### config.mk
export PLATFORM = sky130hd
export DESIGN_NAME = maxpool_engine
export DESIGN_NICKNAME = d
export VERILOG_FILES = /design/src/rtl/cnn_pkg.sv /design/src/rtl/pool_addr_gen.sv /design/src/rtl/maxpool_engine.sv
export SDC_FILE = /design/constraint.sdc
export NUM_CORES = 1
export LEC_CHECK = 0
export BUFFER_PORTS_ARGS = -buffer_cell sky130_fd_sc_hd__buf_2
export CAP_MARGIN = 20
export CORE_ASPECT_RATIO = 2
export CORE_MARGIN = 2
export CORE_UTILIZATION = 40
export DETAILED_ROUTE_END_ITERATION = 10
export PLACE_DENSITY = 0.61
export SKIP_LAST_GASP = 1
export SLEW_MARGIN = 20
export SYNTH_ARGS = -nofsm -noshare
export SYNTH_HDL_FRONTEND = slang
export SYNTH_HIERARCHICAL = 1
export SYNTH_SLANG_ARGS = --single-unit
### constraint.sdc
create_clock -name clk -period 3.4 [get_ports clk]
set_input_delay 0.17 -clock clk [delete_from_list [all_inputs] [get_ports clk]]
set_output_delay 0.17 -clock clk [all_outputs]
set_load 0.005 [all_outputs]
### src/rtl/cnn_pkg.sv
// rtl/cnn_pkg.sv - shared constants, state encoding and width helper for the CNN layer engines
package cnn_pkg;

   localparam int DATA_W_DEFAULT = 16;

   typedef enum logic [1:0] {
      ST_IDLE  = 2'd0,
      ST_RUN   = 2'd1,
      ST_DRAIN = 2'd2,
      ST_DONE  = 2'd3
   } pool_state_e;

   // Bits needed to index n locations (never less than one bit)
   function automatic int addr_w(input int n);
      return (n <= 1) ? 1 : $clog2(n);
   endfunction

endpackage

### src/rtl/pool_addr_gen.sv
// rtl/pool_addr_gen.sv - window scan counters, read address and write-aligned output address
module pool_addr_gen
   import cnn_pkg::*;
#(
   parameter int IN_W   = 24,
   parameter int IN_H   = 24,
   parameter int NUM_CH = 6,
   parameter int RD_AW  = 12,
   parameter int WR_AW  = 10
) (
   input  logic             clk,
   input  logic             rst_n,
   input  logic             clr,
   input  logic             adv,
   output logic [RD_AW-1:0] rd_addr,
   output logic             last_out,
   output logic             dly_vld,
   output logic             dly_first,
   output logic             dly_last_tap,
   output logic             dly_last_out,
   output logic [WR_AW-1:0] dly_oaddr
);

   localparam int OUT_W = IN_W / 2;
   localparam int OUT_H = IN_H / 2;
   localparam int CH_W  = addr_w(NUM_CH);
   localparam int ROW_W = addr_w(OUT_H);
   localparam int COL_W = addr_w(OUT_W);

   logic [CH_W-1:0]  ch_q, ch_d;
   logic [ROW_W-1:0] orow_q, orow_d;
   logic [COL_W-1:0] ocol_q, ocol_d;
   logic [1:0]       tap_q, tap_d;

   logic             dly_vld_q, dly_vld_d;
   logic             dly_first_q, dly_first_d;
   logic             dly_last_tap_q, dly_last_tap_d;
   logic             dly_last_out_q, dly_last_out_d;
   logic [WR_AW-1:0] dly_oaddr_q, dly_oaddr_d;

   logic last_tap, last_col, last_row, last_ch;
   int   rd_addr_int;
   int   oaddr_int;

   assign last_tap = (tap_q == 2'd3);
   assign last_col = (ocol_q == COL_W'(OUT_W - 1));
   assign last_row = (orow_q == ROW_W'(OUT_H - 1));
   assign last_ch  = (ch_q == CH_W'(NUM_CH - 1));
   assign last_out = last_tap & last_col & last_row & last_ch;

   // Tap address (r + tap[1], c + tap[0]) and output address from the live counters
   always_comb begin
      rd_addr_int = int'(ch_q) * (IN_H * IN_W)
                  + (2 * int'(orow_q) + int'(tap_q[1])) * IN_W
                  + 2 * int'(ocol_q) + int'(tap_q[0]);
      oaddr_int   = int'(ch_q) * (OUT_H * OUT_W) + int'(orow_q) * OUT_W + int'(ocol_q);
   end

   assign rd_addr = RD_AW'(rd_addr_int);

   // Counter advance: tap innermost, then ocol, orow, channel
   always_comb begin
      ch_d   = ch_q;
      orow_d = orow_q;
      ocol_d = ocol_q;
      tap_d  = tap_q;
      if (clr) begin
         ch_d   = '0;
         orow_d = '0;
         ocol_d = '0;
         tap_d  = '0;
      end else if (adv) begin
         tap_d = tap_q + 2'd1;
         if (last_tap) begin
            if (last_col) begin
               ocol_d = '0;
               if (last_row) begin
                  orow_d = '0;
                  ch_d   = last_ch ? '0 : ch_q + 1'b1;
               end else begin
                  orow_d = orow_q + 1'b1;
               end
            end else begin
               ocol_d = ocol_q + 1'b1;
            end
         end
      end
   end

   // Tag each issued read so its flags line up with the returning data
   always_comb begin
      dly_vld_d      = adv;
      dly_first_d    = adv & (tap_q == 2'd0);
      dly_last_tap_d = adv & last_tap;
      dly_last_out_d = adv & last_out;
      dly_oaddr_d    = WR_AW'(oaddr_int);
   end

   // Counter and delay registers
   always_ff @(posedge clk or negedge rst_n) begin
      if (!rst_n) begin
         ch_q           <= '0;
         orow_q         <= '0;
         ocol_q         <= '0;
         tap_q          <= '0;
         dly_vld_q      <= 1'b0;
         dly_first_q    <= 1'b0;
         dly_last_tap_q <= 1'b0;
         dly_last_out_q <= 1'b0;
         dly_oaddr_q    <= '0;
      end else begin
         ch_q           <= ch_d;
         orow_q         <= orow_d;
         ocol_q         <= ocol_d;
         tap_q          <= tap_d;
         dly_vld_q      <= dly_vld_d;
         dly_first_q    <= dly_first_d;
         dly_last_tap_q <= dly_last_tap_d;
         dly_last_out_q <= dly_last_out_d;
         dly_oaddr_q    <= dly_oaddr_d;
      end
   end

   assign dly_vld      = dly_vld_q;
   assign dly_first    = dly_first_q;
   assign dly_last_tap = dly_last_tap_q;
   assign dly_last_out = dly_last_out_q;
   assign dly_oaddr    = dly_oaddr_q;

endmodule

### src/rtl/maxpool_engine.sv
// rtl/maxpool_engine.sv - 2x2 stride-2 max-pooling engine for one CNN layer
module maxpool_engine
   import cnn_pkg::*;
#(
   parameter int DATA_W = DATA_W_DEFAULT,
   parameter int IN_W   = 24,
   parameter int IN_H   = 24,
   parameter int NUM_CH = 6,
   parameter int RD_AW  = addr_w(NUM_CH * IN_H * IN_W),
   parameter int WR_AW  = addr_w(NUM_CH * (IN_H / 2) * (IN_W / 2))
) (
   input  logic              clk,
   input  logic              rst_n,
   input  logic              start,
   output logic              busy,
   output logic              pool_done,
   output logic              rd_en,
   output logic [RD_AW-1:0]  rd_addr,
   input  logic [DATA_W-1:0] rd_data,
   output logic              wr_en,
   output logic [WR_AW-1:0]  wr_addr,
   output logic [DATA_W-1:0] wr_data
);

   pool_state_e state_q, state_d;
   logic        start_q, start_d;

   logic signed [DATA_W-1:0] acc_q, acc_d;
   logic signed [DATA_W-1:0] wr_data_q, wr_data_d;
   logic                     wr_en_q, wr_en_d;
   logic                     wr_last_q, wr_last_d;
   logic [WR_AW-1:0]         wr_addr_q, wr_addr_d;

   logic signed [DATA_W-1:0] rd_s;
   logic signed [DATA_W-1:0] tap_max;

   logic             ag_clr;
   logic             ag_last_out;
   logic             ag_dly_vld;
   logic             ag_dly_first;
   logic             ag_dly_last_tap;
   logic             ag_dly_last_out;
   logic [WR_AW-1:0] ag_dly_oaddr;

   assign ag_clr = (state_q == ST_IDLE);

   pool_addr_gen #(
      .IN_W   (IN_W),
      .IN_H   (IN_H),
      .NUM_CH (NUM_CH),
      .RD_AW  (RD_AW),
      .WR_AW  (WR_AW)
   ) u_addr_gen (
      .clk          (clk),
      .rst_n        (rst_n),
      .clr          (ag_clr),
      .adv          (rd_en),
      .rd_addr      (rd_addr),
      .last_out     (ag_last_out),
      .dly_vld      (ag_dly_vld),
      .dly_first    (ag_dly_first),
      .dly_last_tap (ag_dly_last_tap),
      .dly_last_out (ag_dly_last_out),
      .dly_oaddr    (ag_dly_oaddr)
   );

   // State and launch-edge registers
   always_ff @(posedge clk or negedge rst_n) begin
      if (!rst_n) begin
         state_q <= ST_IDLE;
         start_q <= 1'b0;
      end else begin
         state_q <= state_d;
         start_q <= start_d;
      end
   end

   // Next state: launch on a rising start edge in IDLE, drain until the last write lands
   always_comb begin
      start_d = start;
      state_d = state_q;
      unique case (state_q)
         ST_IDLE:  if (start && !start_q) state_d = ST_RUN;
         ST_RUN:   if (ag_last_out) state_d = ST_DRAIN;
         ST_DRAIN: if (wr_en_q && wr_last_q) state_d = ST_DONE;
         ST_DONE:  state_d = ST_IDLE;
         default:  state_d = ST_IDLE;
      endcase
   end

   // Moore outputs decoded from the state register
   always_comb begin
      busy      = (state_q == ST_RUN) || (state_q == ST_DRAIN);
      rd_en     = (state_q == ST_RUN);
      pool_done = (state_q == ST_DONE);
   end

   assign rd_s    = rd_data;
   assign tap_max = (rd_s > acc_q) ? rd_s : acc_q;

   // Running max over the four taps; the fourth tap produces the registered write
   always_comb begin
      acc_d     = acc_q;
      wr_en_d   = 1'b0;
      wr_last_d = 1'b0;
      wr_addr_d = wr_addr_q;
      wr_data_d = wr_data_q;
      if (ag_dly_vld) begin
         acc_d = ag_dly_first ? rd_s : tap_max;
         if (ag_dly_last_tap) begin
            wr_en_d   = 1'b1;
            wr_last_d = ag_dly_last_out;
            wr_addr_d = ag_dly_oaddr;
            wr_data_d = tap_max;
         end
      end
   end

   // Accumulator and write-port registers
   always_ff @(posedge clk or negedge rst_n) begin
      if (!rst_n) begin
         acc_q     <= '0;
         wr_en_q   <= 1'b0;
         wr_last_q <= 1'b0;
         wr_addr_q <= '0;
         wr_data_q <= '0;
      end else begin
         acc_q     <= acc_d;
         wr_en_q   <= wr_en_d;
         wr_last_q <= wr_last_d;
         wr_addr_q <= wr_addr_d;
         wr_data_q <= wr_data_d;
      end
   end

   assign wr_en   = wr_en_q;
   assign wr_addr = wr_addr_q;
   assign wr_data = wr_data_q;

endmodule

==> run metrics, run 1 <==
n_diodes 0; Placed Instances 592; most frequent cells after synthesis dfrtp_1, ha_1, inv_1, a21oi_1, nor2_1; critical path cell sequence ha_1, inv_1, fa_1, nand2_1, xnor2_1, ha_1, a21oi_1, o21ai_1, mux2i_1, xnor2_1, buf_2; WP data required 3230 ps; adder-cell share of the synthesized area 14.1%; final hold vios 30; Main synth FF type dfrtp_1; startpoint type of the worst setup path flop; Num CTS Buffers 9; Psw 1.16 mW; HP Class in -> async; worst vdd rail ir drop 251 uV; Setup TNS 0 ps; area share of the largest cell type after synthesis 43.9%; post-synthesis simple-gate area fraction 12.3%; largest net degree at the start of global routing 75; WL/cell 14.7 um; Max-cap violations 0; Power Density 688 nW/um^2; first-pass GRT wire length 15300 um; Gate power share 35.6%; Longest Clk Path Bufs 2; Layout area overhead 17.8%; Largest stage delay, worst path 480 ps; Compound-Gate Fraction of Synth Area 13.0%; Reg power frac 36.4%; RSZ-0062 raised after global routing no; synthesized flop and latch total 74; top-count cell post-synth dfrtp_1; Die X 76.6 um; FMAX 318 MHz; largest family of logic cells by synthesized area adder cells; clk sink count 74; vias in the first global route 3344; Sw Ratio 33.9%; Post-Layout Cell Count 609; GRT Overall Usage 16.9%; register area share after synthesis 43.9%; async set-reset flop share out of synthesis 100%; Slowest-stage cell, CP dfrtp_1; Yosys top cell by area dfrtp_1; CTS tree yes; CTS root buf clkbuf_16; Max Slew Vio Count 0; CP arrival 2980 ps; Layout Skew 5.85 ps; DR iter-0 viols 123; number of synthesized flops with an enable pin 0; Slew @ Worst Pin 1010 ps; gp weighted congestion 0.822; row count 53; ANT nets after route 0; initial antenna violation count 0; minimum clock period 3150 ps; library cells used by synthesis 51; # H-tree levels 3; via/cell ratio 5.23; die height 149 um; Clock Latency Late Sink 330 ps; type of the worst setup path reg -> out; Clock Power Share 28.0%; post-CTS setup buffer count 0; DRT Wirelength 8980 um; Setup violations, final 0; Syn Inst Count 408; Synth Area in XOR/XNOR 4.16%; mapped cell area 4210 um^2; Yosys warning total 6; syn_area_per_cell 10.3 um^2; DRC viols 0; Net count, final 531; number of detailed-route iterations in the first pass 4; post-synthesis mux area share 7.42%; worst hold margin -24.2 ps; Clock transition at path regs 60 ps; syn_nets 472; initial core utilization 40.5%; core area 10400 um^2; Port Buf Inserts 60; Register Area 1850 um^2; routed vias 3183; post-detail-place hpwl 6820 um; Fillers 996; Int Pwr 2.26 mW; share of cells above drive strength 1 24.8%; max_slew headroom 32.9%; Multi-input gate area 2150 um^2; CP endpoint kind output port; largest cells by area after synthesis dfrtp_1, ha_1, mux2_2, a21oi_1, o21ai_0; Tcrit/Tclk final 92.5%; P_leak 2.44 nW; IO Count 61; status complete, but fails checks; critical-path maximum fanout 5; total gr overflow 0; failing checks negative hold slack; die area 11400 um^2
==> worst max-delay path, delay by kind of cell, from the launching register on <==
kind | cells | cell delay, ps
xor+xnor | 2 | 270
simple gates | 1 | 120
flops | 1 | 480
fa+ha+maj | 3 | 940
compound gates | 2 | 430
mux | 1 | 210
buf+inv | 2 | 210
==> power by group through the flow <==
stage / clock [mW] / sequential (mW) / combinational [mW]
global placement: 0 / 1.25 / 1.20
floorplan: 0 / 1.24 / 0.830
finish: 0.956 / 1.24 / 1.22
CTS: 0.975 / 1.24 / 1.24
detailed placement: 0 / 1.26 / 1.23
global route: 1.02 / 1.27 / 1.37
==> final cells by class <==
type | instances | area share, %
well taps | 137 | 3.45
clock buffers | 12 | 5.17
repair buffers | 66 | 7.31
flip-flops and latches | 74 | 37.3
clock inverters | 4 | 1.01
inverters | 32 | 2.45
multi-input cells | 284 | 43.3
==> final timing paths <==
| path | from | end | slack [ps] | cells after the start |
|---|---|---|---|---|
| min in group clk | rd_data[13] | acc_q[13] | 110 | 2 |
| hold / removal | rst_n | wr_data[6] | -20 | 1 |
| setup reg to reg | acc_q[15] | acc_q[1] | 460 | 9 |
| hold reg to reg | u_addr_gen/dly_oaddr[2] | wr_addr[2] | 470 | 1 |
| max in group asynchronous | rst_n | u_addr_gen/orow_q[0] | 2790 | 1 |
| setup / recovery | u_addr_gen/orow_q[1] | rd_addr[10] | 250 | 11 |
==> state kept, by name, summed over array words and instances (netlist names), 2 cells and up <==
| signal | flops |
|---|---|
| acc_q | 16 |
| wr_data | 16 |
| u_addr_gen/dly_oaddr | 10 |
| wr_addr | 10 |
| u_addr_gen/ocol_q | 4 |
| u_addr_gen/orow_q | 4 |
| u_addr_gen/ch_q | 3 |
| state_q | 2 |
| u_addr_gen/tap_q | 2 |
==> through the flow <==
step	power [mW]	hold slack, ps	instance area, um^2	utilization (%)	setup WS [ps]
after floorplan	2.07	-126	4210	-	619
after global placement	2.45	302	4640	44.6	524
after detailed placement	2.49	306	4640	44.6	465
after CTS	3.46	14.1	4960	47.7	112
after global routing	3.67	51.5	4960	47.7	22.2
final	3.42	-24.2	4960	47.7	254
==> logic make-up after synthesis <==
kind of cell    count (synthesis)
fa+ha+maj                      45
mux                            28
buf+inv                        50
simple gates                  101
compound gates                 90
xor+xnor                       20
flops                          74
==> cell usage in the layout (no fill, tap or decap), drive strengths merged, types with 2 or more instances in the layout <==
master,n
clkinv,2
xnor2,13
a21oi,27
fa,4
clkbuf,12
ha,41
a21o,5
nand2b,2
o21ai,25
nor3,3
dfrtp,74
or4,2
mux2i,2
nor2,27
nand2,23
and4b,2
or3,5
o211ai,2
and2,3
nand4,4
a211oi,2
and3,2
nand4b,2
buf,65
mux2,26
clkinvlp,2
inv,31
a31oi,17
xor2,7
o21a,2
nand3,19
nor2b,4
==> routing by layer <==
layer  share of wire, %  vias up  GRT usage, %
met3                2.7       18          2.91
met1                 37     1549          16.3
met5                  0        -             0
met2                 57       70          34.0
met4                2.7        0          7.91
li1                   -     1546             -
==> timing repair <==
item | in CTS | in global routing
resized for setup | 0 | 2
hold buffers | 1 | 0
hold endpoints to repair | 1 | 0
setup endpoints to repair | 0 | 1
Power figures use the tool's default switching activity.
==> run 2, diff against run 1 <==
- ABC_AREA: default -> 1
==> run metrics, run 2 <==
status complete, but fails checks; failing checks negative hold slack; gp weighted congestion 0.834 (+1.4%); WL/cell 13.5 um (-8.5%); type of the worst setup path reg -> out; Layout area overhead 13.7%; number of detailed-route iterations in the first pass 5 (+1); Max Slew Vio Count 0 (unchanged); FMAX 330 MHz (+4.0%); Worst Slack Setup Final 374 ps (+120 ps); Critical Path Source u_addr_gen/orow_q[0]; IO Count 61 (unchanged); total gr overflow 0 (unchanged); critical-path maximum fanout 7 (+2); Clock Latency Late Sink 340 ps (about the same); die area 13400 um^2 (+17%); worst hold margin -37.2 ps (-12.9 ps); worst reg2reg path depth 13 (+4); DRT Wirelength 11600 um (+29%); area share of the largest cell type after synthesis 37.4% (-6.6 points); Setup TNS 0 ps (unchanged); final total power 2.00 mW (-42%); reg2reg start acc_q[7]; most frequent cells in the layout nand2_1, dfrtp_1, inv_1; M1 GR Usage 18.7% (+2.4 points); M3 GR Usage 2.68% (-0.22 points); Die X 82.7 um (+8.0%); Slowest-stage cell, CP dfrtp_1; routed vias 4317 (+36%); ANT nets after route 0 (unchanged); Clock transition at path regs 60 ps (about the same); Num CTS Buffers 9 (unchanged); syn_nets 715 (+51%); most frequent cells after synthesis nand2_1, dfrtp_1, inv_1, nor2_1, nand3_1; CP arrival 2860 ps (-120 ps); Net count, final 770 (+45%); flop-to-flop setup slack 920 ps (+460 ps); Main synth FF type dfrtp_1; most common cell after layout, fill and taps aside nand2_1; DRC viols 0 (unchanged); post-CTS setup buffer count 0 (unchanged); startpoint type of the worst setup path flop; first-pass GRT wire length 19100 um (+25%); register area share after synthesis 37.4% (-6.6 points); largest cells by area after synthesis dfrtp_1, nand2_1, ha_1, inv_1, nand3_1; CP dominant cell by count nand2_1; post-detail-place hpwl 8530 um (+25%); # H-tree levels 3 (unchanged); syn_area_per_cell 7.61 um^2 (-26%); GR peak layer met2; HP Class in -> async; Port Buf Inserts 60 (unchanged); top-count cell post-synth nand2_1; Yosys warning total 6 (unchanged); pre-CTS setup slack 753 ps (+289 ps); synthesized flop and latch total 74 (unchanged); CP bufs+invs 3 (+1); CTS root buf clkbuf_16; Max-cap violations 0 (unchanged); Setup violations, final 0 (unchanged); RSZ-0062 raised after global routing no; WP data required 3230 ps (about the same); Slew @ Worst Pin 1080 ps (+70.1 ps); clk sink count 74 (unchanged); row count 57 (+7.5%); initial antenna violation count 0 (unchanged); final hold vios 15 (-50%); GRT Overall Usage 18.5% (+1.5 points); initial core utilization 40.9% (+0.40 points); library cells used by synthesis 37 (-27%); die height 161 um (+8.2%); Largest stage delay, worst path 480 ps (about the same); Power Density 354 nW/um^2 (-49%); P_leak 3.33 nW (+36%); Tcrit/Tclk final 89.0% (-3.5 points); dpl cell area 5310 um^2 (+14%); finished layout cell area 5630 um^2 (+14%); number of synthesized flops with an enable pin 0 (unchanged); Syn Inst Count 651 (+60%); CP endpoint kind output port; reg2reg end acc_q[0]; CTS tree yes; vias in the first global route 4213 (+26%); largest net degree at the start of global routing 75 (unchanged); worst vdd rail ir drop 342 uV (+36%); async set-reset flop share out of synthesis 100% (unchanged); Layout Skew 8.75 ps (+2.90 ps); minimum clock period 3030 ps (-120 ps); max_slew headroom 28.1% (-4.8 points); post_cts resized 0 (unchanged); Yosys top cell by area dfrtp_1; met2 Track Usage GR 35.0% (+1.1 points); Longest Clk Path Bufs 2 (unchanged); via/cell ratio 5.03 (-3.7%); share of cells above drive strength 1 16.0% (-8.8 points); critical path cell sequence ha_1, inv_1, fa_1, nand2_1, xor2_1, inv_1, ha_1, nand2_1, nand2_1, nor2_1, nand2_1, nand3_1, nand2_1, buf_2; n_diodes 0 (unchanged); mapped cell area 4960 um^2 (+18%); crit-path leading delay family adder cells; core area 12100 um^2 (+16%); DR iter-0 viols 183 (+49%)
## run 2: cell types whose count changed after synthesis, moves of 13 or more
cell | previous run | this run
o21ai_0 | 25 | 3
nor2_1 | 27 | 45
inv_1 | 31 | 72
nand3_1 | 19 | 42
nand2_1 | 21 | 248
a21oi_1 | 27 | 14
nand4_1 | 4 | 22
nand2_4 | 1 | 15
a31oi_1 | 17 | 0
mux2_2 | 26 | 0
## run 2: area by class of cell
type | instances | area, um^2
Timing Repair Buffer | 63 | 328
Tap cell | 147 | 184
Multi-Input combinational cell | 478 | 2650
Clock inverter | 4 | 76.3
Inverter | 80 | 305
Sequential cell | 74 | 1850
Clock buffer | 12 | 236
Fill cell | 1217 | 6490
## run 2: what timing repair did
item                                    4_1_cts  5_1_grt
endpoints found under the setup margin        0        0
hold endpoints to repair                      1        0
hold buffers                                  1        0
## run 2: worst register-to-register path: stages (launching register included)
cell	delay (ps)
dfrtp_1	420
inv_1	60
ha_1	280
a21o_1	200
nor2_1	120
nand2_1	70
nand2_2	70
nand2_1	80
nand2_4	210
nand3_4	390
nand2_1	220
nand3_1	100
nand2_1	100
nand2_1	50
## run 2: routing by layer
| metal | share of wire (%) | up-vias |
|---|---|---|
| li1 | - | 2151 |
| met1 | 37 | 2049 |
| met2 | 56 | 96 |
| met3 | 3.6 | 21 |
| met4 | 3.3 | 0 |
| met5 | 0 | - |
## run 2: worst max path at each step
stage | end | slack [ps] | cells after the start
6_report | rd_addr[10] | 370 | 14
4_1_cts | rd_addr[11] | 380 | 14
3_3_place_gp | rd_addr[11] | 800 | 14
2_1_floorplan | rd_addr[10] | 1070 | 13
3_5_place_dp | rd_addr[11] | 750 | 14
5_1_grt | rd_addr[10] | 100 | 14
## run 2: power breakdown
part	internal, mW	switching [mW]	leakage [nW]
clock	0.645	0.375	0.147
sequential	0.881	0.000104	0.859
combinational	0.0296	0.0651	2.33
## run 2: stage by stage
step	instances	hold slack (ps)	utilization, %
6_report	858	-37.2	46.5
5_1_grt	858	81.4	46.5
4_1_cts	858	30.5	46.5
3_5_place_dp	841	318	43.8
3_3_place_gp	841	308	43.8
2_1_floorplan	651	-126	-
## run 2: logic make-up after synthesis
logic type	synth area share, %
AND/OR/NAND/NOR	35.8
flip-flops	37.4
adder cells (fa/ha/maj)	12.0
XOR/XNOR	2.12
AO/OA/AOI/OAI	3.59
buffers and inverters	9.14
==> run 3, diff against run 2 <==
--- a/constraint.sdc
+++ b/constraint.sdc
@@ -3,2 +3,2 @@
 set_output_delay 0.17 -clock clk [all_outputs]
-set_load 0.005 [all_outputs]
+set_load 0.1 [all_outputs]
==> run metrics, run 3 (synthesis gave the netlist of run 2 again) <==
CTS root buf clkbuf_16; Port Buf Inserts 60 (unchanged); number of detailed-route iterations in the first pass 4 (-1); WP data required 3230 ps (about the same); final core occ 46.9% (+0.46 points); max_slew headroom 28.4% (+0.26 points); Longest Clk Path Bufs 2 (unchanged); status complete, but fails checks; final hold vios 17 (+2); flop-to-flop setup slack 840 ps (-80 ps); largest net degree at the start of global routing 75 (unchanged); type of the worst setup path reg -> out; CTS tree yes; first-pass GRT wire length 19500 um (+1.8%); Setup TNS 0 ps (unchanged); die height 161 um (unchanged); FMAX 312 MHz (-5.7%); core area 12100 um^2 (unchanged); P_leak 3.35 nW (+0.59%); gp weighted congestion 0.817 (-2.0%); DRC viols 0 (unchanged); Layout Skew 6.59 ps (-2.17 ps); GRT Overall Usage 18.8% (+0.29 points); Clock Latency Late Sink 330 ps (about the same); Slowest-stage cell, CP dfrtp_2; dpl cell area 5310 um^2 (unchanged); ANT nets after route 0 (unchanged); share of cells above drive strength 1 16.3% (+0.30 points); Net count, final 770 (unchanged); failing checks negative hold slack; total gr overflow 0 (unchanged); Setup violations, final 0 (unchanged); worst reg2reg path depth 13 (unchanged); DRT Wirelength 11800 um (+1.6%); reg2reg start acc_q[7]; Num CTS Buffers 9 (unchanged); critical-path maximum fanout 7 (unchanged); CP arrival 3040 ps (+180 ps); Post-Layout Cell Count 857 (-0.12%); most frequent cells in the layout nand2_1, dfrtp_1, inv_1; worst hold margin -43.5 ps (-6.36 ps); Placed Instances 841 (unchanged); reg2reg end acc_q[12]; IO Count 61 (unchanged); Slew @ Worst Pin 1070 ps (-3.88 ps); startpoint type of the worst setup path flop; finished layout cell area 5690 um^2 (+1.0%); post-detail-place hpwl 8780 um (+3.0%); CP dominant cell by count nand2_1; row count 57 (unchanged); n_diodes 0 (unchanged); via/cell ratio 5.01 (-0.42%); most common cell after layout, fill and taps aside nand2_1; Max Slew Vio Count 0 (unchanged); # H-tree levels 3 (unchanged); WL/cell 13.7 um (+1.8%); Max-cap violations 0 (unchanged); critical path cell sequence ha_1, inv_1, fa_1, nand2_1, xor2_1, inv_1, ha_1, nand2_1, inv_1, nand2_1, nand2_1, nand2_1, nand2_1, buf_2; Power Density 374 nW/um^2 (+5.5%); crit path capture rd_addr[9]; clk sink count 74 (unchanged); Worst Slack Setup Final 191 ps (-183 ps); routed vias 4294 (-0.53%); Die X 82.7 um (unchanged); RSZ-0062 raised after global routing yes; die area 13400 um^2 (unchanged); initial antenna violation count 0 (unchanged); Critical Path Source u_addr_gen/orow_q[0]; CP endpoint kind output port; Layout area overhead 14.8%; DR iter-0 viols 205 (+12%); initial core utilization 40.9% (unchanged); HP Class in -> async; Largest stage delay, worst path 430 ps (-50 ps); vias in the first global route 4277 (+1.5%); minimum clock period 3210 ps (+183 ps); Tcrit/Tclk final 94.4% (+5.4 points); Clock transition at path regs 60 ps (about the same); pre-CTS setup slack 372 ps (-381 ps); worst vdd rail ir drop 408 uV (+19%)
run 3: cell count changes in the layout (fill, tap and decap cells not counted), sizes merged:
cell    before  now
buf         62   61
bufinv       2    4
clkbuf      12   11
clkinv       3    2
run 3: worst min-delay path by stage:
| stage | startpoint | endpoint | slack, ps |
|---|---|---|---|
| after floorplan | rst_n | acc_q[0] | -130 |
| after global placement | start | start_q | 300 |
| after detailed placement | start | start_q | 310 |
| after CTS | rst_n | acc_q[1] | 30 |
| after global routing | rst_n | acc_q[2] | 50 |
| final | rst_n | acc_q[2] | -40 |
run 3: layout make-up:
class,count,area (um^2)
inverters,80,305
clock inverters,5,128
well taps,147,184
clock buffers,10,229
repair buffers,63,339
fillers,1232,6430
multi-input cells,478,2650
flip-flops and latches,74,1850
run 3: worst max-delay path: cells and delay by family (launching register included):
family	cells	cell delay [ps]
buffers and inverters	4	630
flip-flops	1	430
AND/OR/NAND/NOR	6	470
adder cells (fa/ha/maj)	3	1010
XOR/XNOR	1	170
run 3: through the flow:
stage	total power, mW	hold WS [ps]
floorplan	0.948	-126
global placement	0.991	304
detailed placement	0.993	309
CTS	2.16	25.2
global route	2.20	50.9
finish	2.13	-43.5
run 3: metal layers:
metal	GRT usage, %	vias up	share of wire (%)
li1	-	2153	-
met1	19.9	2022	38
met2	34.7	94	55
met3	2.29	25	3.9
met4	9.17	0	3.5
met5	0	-	0
run 3: report_power, final:
group,switching [mW],internal [mW]
clock network,0.364,0.787
logic,0.0643,0.0297
registers,0.000104,0.881
total,0.429,1.70
run 3: timing repair:
item / in CTS / in global routing
setup buffers: 0 / 0
gates resized for setup: 1 / 5
hold endpoints to repair: 1 / 0
setup endpoints to repair: 1 / 4
hold buffers: 1 / 0
